==> src/rtl/dac_tx_pkg.sv <==
// Shared types and constants for the DAC serial transmit path.
package dac_tx_pkg;

  localparam int DAC_W = 16;

  typedef enum logic [1:0] {IDLE, SHIFT, HOLD, GAP} dac_tx_state_t;

endpackage

==> src/rtl/dac_spi_tx_sclk_phase_gen.sv <==
// Divides clk into sclk half-periods of CLK_DIV cycles; phase_tick_o marks the last cycle of a phase.
module sclk_phase_gen
  import dac_tx_pkg::*;
#(
  parameter int CLK_DIV = 4
) (
  input  logic clk_i,
  input  logic rst_i,
  input  logic clear_i,
  input  logic run_i,
  input  logic toggle_i,
  output logic phase_tick_o,
  output logic sclk_level_o
);

  localparam int CW = $clog2(CLK_DIV + 1);
  localparam logic [CW-1:0] LAST_CNT = CW'(CLK_DIV - 1);

  logic [CW-1:0] cnt_q, cnt_d;
  logic          level_q, level_d;

  // Level only toggles when asked, so the same counter can time the HOLD phase with sclk parked low.
  always_comb begin
    phase_tick_o = run_i && (cnt_q == LAST_CNT);
    cnt_d        = cnt_q;
    level_d      = level_q;
    if (clear_i) begin
      cnt_d   = '0;
      level_d = 1'b0;
    end else if (run_i) begin
      if (phase_tick_o) begin
        cnt_d = '0;
        if (toggle_i) level_d = ~level_q;
      end else begin
        cnt_d = cnt_q + 1'b1;
      end
    end
  end

  always_ff @(posedge clk_i) begin
    if (rst_i) begin
      cnt_q   <= '0;
      level_q <= 1'b0;
    end else begin
      cnt_q   <= cnt_d;
      level_q <= level_d;
    end
  end

  assign sclk_level_o = level_q;

endmodule

==> src/rtl/dac_spi_tx.sv <==
// SPI mode-0 transmitter feeding filter output samples MSB-first to the board DAC.
// Optional DAC_TX_OFFSET_BIN_EN: invert the captured MSB (two's complement -> offset binary).
module dac_spi_tx
  import dac_tx_pkg::*;
#(
  parameter int DATA_W  = DAC_W,
  parameter int CLK_DIV = 4,
  parameter int CS_IDLE = 2
) (
  input  logic              clk,
  input  logic              rst,
  input  logic [DATA_W-1:0] s_data,
  input  logic              s_valid,
  output logic              s_ready,
  output logic              sclk,
  output logic              mosi,
  output logic              cs_n,
  output logic              busy,
  output logic              frame_done
);

  localparam int BW = $clog2(DATA_W + 1);
  localparam int GW = $clog2(CS_IDLE + 1);
  localparam logic [BW-1:0] LAST_BIT = BW'(DATA_W - 1);
  localparam logic [GW-1:0] LAST_GAP = GW'(CS_IDLE - 1);

  dac_tx_state_t     state_q;
  logic [DATA_W-1:0] shift_q, load_d;
  logic [BW-1:0]     bit_cnt_q;
  logic [GW-1:0]     gap_cnt_q;
  logic              s_ready_q, cs_n_q, busy_q, frame_done_q;
  logic              accept, phase_tick, sclk_level;

  assign accept = s_valid && s_ready_q;

`ifdef DAC_TX_OFFSET_BIN_EN
  assign load_d = {~s_data[DATA_W-1], s_data[DATA_W-2:0]};
`else
  assign load_d = s_data;
`endif

  sclk_phase_gen #(.CLK_DIV(CLK_DIV)) u_phase (
    .clk_i       (clk),
    .rst_i       (rst),
    .clear_i     (accept),
    .run_i       ((state_q == SHIFT) || (state_q == HOLD)),
    .toggle_i    (state_q == SHIFT),
    .phase_tick_o(phase_tick),
    .sclk_level_o(sclk_level)
  );

  // mosi is the shift register MSB, so it moves only when the register shifts at the end of a high phase.
  always_ff @(posedge clk) begin
    if (rst) begin
      state_q      <= IDLE;
      shift_q      <= '0;
      bit_cnt_q    <= '0;
      gap_cnt_q    <= '0;
      s_ready_q    <= 1'b1;
      cs_n_q       <= 1'b1;
      busy_q       <= 1'b0;
      frame_done_q <= 1'b0;
    end else begin
      frame_done_q <= 1'b0;
      case (state_q)
        IDLE: begin
          if (accept) begin
            state_q   <= SHIFT;
            shift_q   <= load_d;
            bit_cnt_q <= '0;
            s_ready_q <= 1'b0;
            cs_n_q    <= 1'b0;
            busy_q    <= 1'b1;
          end
        end
        SHIFT: begin
          if (phase_tick && sclk_level) begin
            if (bit_cnt_q == LAST_BIT) begin
              state_q <= HOLD;
            end else begin
              bit_cnt_q <= bit_cnt_q + 1'b1;
              shift_q   <= {shift_q[DATA_W-2:0], 1'b0};
            end
          end
        end
        HOLD: begin
          if (phase_tick) begin
            state_q      <= GAP;
            shift_q      <= '0;
            cs_n_q       <= 1'b1;
            frame_done_q <= 1'b1;
            gap_cnt_q    <= '0;
          end
        end
        GAP: begin
          if (gap_cnt_q == LAST_GAP) begin
            state_q   <= IDLE;
            s_ready_q <= 1'b1;
            busy_q    <= 1'b0;
          end else begin
            gap_cnt_q <= gap_cnt_q + 1'b1;
          end
        end
        default: state_q <= IDLE;
      endcase
    end
  end

  assign s_ready    = s_ready_q;
  assign sclk       = sclk_level;
  assign mosi       = shift_q[DATA_W-1];
  assign cs_n       = cs_n_q;
  assign busy       = busy_q;
  assign frame_done = frame_done_q;

endmodule

==> config.mk <==
export PLATFORM = sky130hd
export DESIGN_NAME = dac_spi_tx
export DESIGN_NICKNAME = d
export VERILOG_FILES = /design/src/rtl/dac_tx_pkg.sv /design/src/rtl/dac_spi_tx_sclk_phase_gen.sv /design/src/rtl/dac_spi_tx.sv
export SDC_FILE = /design/constraint.sdc
export NUM_CORES = 1
export LEC_CHECK = 0
export ABC_AREA = 1
export BUFFER_PORTS_ARGS = -buffer_cell sky130_fd_sc_hd__buf_2
export CAP_MARGIN = 10
export CORE_MARGIN = 8
export CORE_UTILIZATION = 61
export CTS_CLUSTER_DIAMETER = 120
export DETAILED_ROUTE_END_ITERATION = 10
export PLACE_DENSITY = 0.84
export SLEW_MARGIN = 15
export SYNTH_ARGS = -nofsm -noshare
export SYNTH_HDL_FRONTEND = slang
export SYNTH_SLANG_ARGS = --single-unit
==> constraint.sdc <==
create_clock -name clk -period 2.6 [get_ports clk]
set_input_delay 0.65 -clock clk [delete_from_list [all_inputs] [get_ports clk]]
set_output_delay 0.65 -clock clk [all_outputs]
set_load 0.01 [all_outputs]
==> results.md <==
* Status: completed
* Clk root buf: clkbuf_4
* Worst vdd ir at 1.10 mV
* Worst Hold Margin at 0.468 ns
* Fin. max-slew vios at 0
* DPL Wire Length at 2.80 mm
* Psw at 1.45 mW
* Layout cell share with drive strength beyond 1 at 14.2%
* Clk slew on worst S/H paths at 0.10 ns
* Vias in the first global route at 1616
* Crit-path most repeated cell: nor2_1
* Synthesized area at 1910 sq um
* Pwr dens at 1380 nW/um^2
* Rows at 20
* Max Clk Rate at 505 MHz
* Worst setup EP type: flop
* R2r worst-path depth at 9
* Levels on crit path at 9
* Initial antenna violation count at 0
* Clock Tree Buf Depth at 2
* Worst Skew at 0.0131 ns
* WP data required at 2.88 ns
* Largest net degree at the start of global routing at 26
* I/O pin total at 25
* Min-Delay Path Class: flop to flop
* Switching share of power at 50.9%
* First-pass GRT wire length at 6.79 mm
* Drt drc at 0
* Nets at 338
* Initial Util at 63.2%
* Clock Power Share at 9.1%
* Slew @ Worst Pin at 0.428 ns
* Vias per inst at 5.09
* Routed WL at 3.97 mm
* Synth warnings at 0
* Tcrit/Tclk final at 76.1%
* Post-synth top area cell: dfxtp_1
* Clock period minus worst slack at 1.98 ns
* 1st-pass router iterations at 4
* Final Hold Vio Count at 0
* Synth-to-Final Area Change at 8.04%
* Post-Syn Instances at 289
* Die H at 72.0 um
* Worst Path Arrival at 2.26 ns
* Gr ovfl total at 0
* WP buf/inv at 2
* Hold_sp: busy
* Cell variety after synth at 28
* RSZ-0062 raised after global routing: no
* CP startpoint: state_q[1]
* Gate power share at 62.6%
* Critical path class: flop to flop
* # Post-CTS Setup Buffers at 0
* Cts repair resizes at 0
* Clk_lat worst skew at 0.34 ns
* Clock Sinks at 33
* Die area at 5190 sq um
* Post-synth top area share at 34.5%
* Max FO, Critical Path at 24
* Static leakage at 1.05 nW
* Cell Int Power at 1.40 mW
* CP max stage cell: ha_1
* Final worst slack at 0.621 ns
* Reg power frac at 28.4%
* Die X at 72.0 um
* Clock buffer count from CTS at 5
* CTS H-tree lvls at 2
* ANT cells at 0
* Port bufs at 24
* Syn nets at 317
* DP Worst Slack at 0.628 ns
* Synth top area cells: dfxtp_1 (35%), nand2_1 (16%), nor2_1 (10%)
* DR iter-0 viols at 118
* ANT nets after route at 0
* Worst hold path cell count at 2
* Crit path max-delay family: simple AND/OR/NAND/NOR gates
* CP startpoint kind: flop
* Global-route usage over all layers at 16.1%
* RD Place Congestion at 0.810
* Sequential element share of the synthesized area at 34.5%
* Max incr delay on CP at 0.45 ns
* Critical-path cell list: inv_1, ha_1, nand4_1, nand2_2, buf_4, nand2_4, nor2_8, nor2_1, nor2_1
* Core area at 3030 sq um
* Worst flop-to-flop path startpoint: state_q[1]
* CTS tree: built
* # setup viols final at 0
* Relative max-transition margin at 71.5%
* Post-Syn Area per Cell at 6.62 sq um
* Total of max-cap violations at 0
* Seq cells post-synth at 33
* Fin Setup TNS at 0 ns
* Post-CTS Hold Buffers at 0
* Via count of the routed design at 1798
* Routed WL per cell at 11.2 um
cell type report:
class                      instances  area [sq um]
clock inverter                     1          5.00
inverter                          33           124
timing repair buffer              27           143
sequential                        33           661
multi-input combinational        210          1040
clock buffer                       5          37.5
fill                             284           960
tap                               44          55.1
path summary, 6_finish.rpt:
path	to	slack, ns
max	shift_q[14]	0.62
min	busy	0.47
max reg2reg	shift_q[14]	0.62
min reg2reg	busy	0.47
registers in the layout, summed over array words and instances, names as in the netlist, 2 cells and up:
signal	flops
bit_cnt_q	5
state_q	2
u_phase.cnt_q	3
gap_cnt_q	2
shift_q	16
synth_stat cells:
cell / count
nand3_2: 1
o22ai_1: 1
buf_6: 2
buf_1: 2
nand3_4: 1
nor3_1: 2
nand2_1: 80
nand2_4: 2
inv_2: 2
or2_0: 1
nand4_1: 21
a21oi_1: 7
nor2_8: 1
nand3_1: 18
dfxtp_1: 33
nor2_1: 51
clkbuf_1: 1
a21oi_2: 1
buf_2: 3
o21ai_1: 1
ha_1: 9
nand2_2: 1
o21ai_0: 9
a211oi_1: 1
inv_1: 31
buf_4: 5
nor2_4: 1
or2_2: 1
routing by layer:
layer	vias to the layer above	routed length [um]	part of all wire, %	global-route usage, %
met1	787	1860	47	18.8
met2	44	1820	46	26.6
met3	6	216	5.4	3.86
met5	-	0	0	0
met4	0	61	1.5	8.16
li1	961	-	-	-
worst reg2reg max path: cells and delay by family, from the launching register on:
family | cells | cell delay [ns]
buf+inv | 2 | 0.36
fa+ha+maj | 1 | 0.45
simple gates | 6 | 0.71
flops | 1 | 0.41
layout by cell type, fill, tap and decap left out, drive strengths merged, types with 5 or more instances in the layout:
cell type / n
nand2: 83
clkbuf: 5
ha: 9
buf: 27
o21ai: 10
nor2: 53
nand3: 20
nand4: 21
a21oi: 8
inv: 33
dfxtp: 33
kinds of logic (layout without fill, tap and decap cells):
group	Yosys count	after routing	synth area share, %
adder cells (fa/ha/maj)	9	9	5.88
AO/OA/AOI/OAI	20	20	5.62
buffers and inverters	46	66	11.0
flip-flops	33	33	34.5
AND/OR/NAND/NOR	181	181	43.0
stage by stage:
step | std cells | utilization (%) | total power [mW] | area [sq um]
2_1_floorplan | 289 | - | 2.34 | 1910
3_3_place_gp | 347 | 66.9 | 2.54 | 2030
3_5_place_dp | 347 | 66.9 | 2.59 | 2030
4_1_cts | 353 | 68.3 | 2.85 | 2070
5_1_grt | 353 | 68.3 | 3.15 | 2070
6_report | 353 | 68.3 | 2.85 | 2070
power by group through the flow:
stage          Clock (mW)  Combinational (mW)  Sequential (mW)
2_1_floorplan           0                1.53            0.809
6_report            0.258                1.78            0.808
3_3_place_gp            0                1.73            0.811
4_1_cts             0.265                1.78            0.805
5_1_grt             0.290                2.03            0.828
3_5_place_dp            0                1.77            0.816
(Power assumes the default switching activity.)
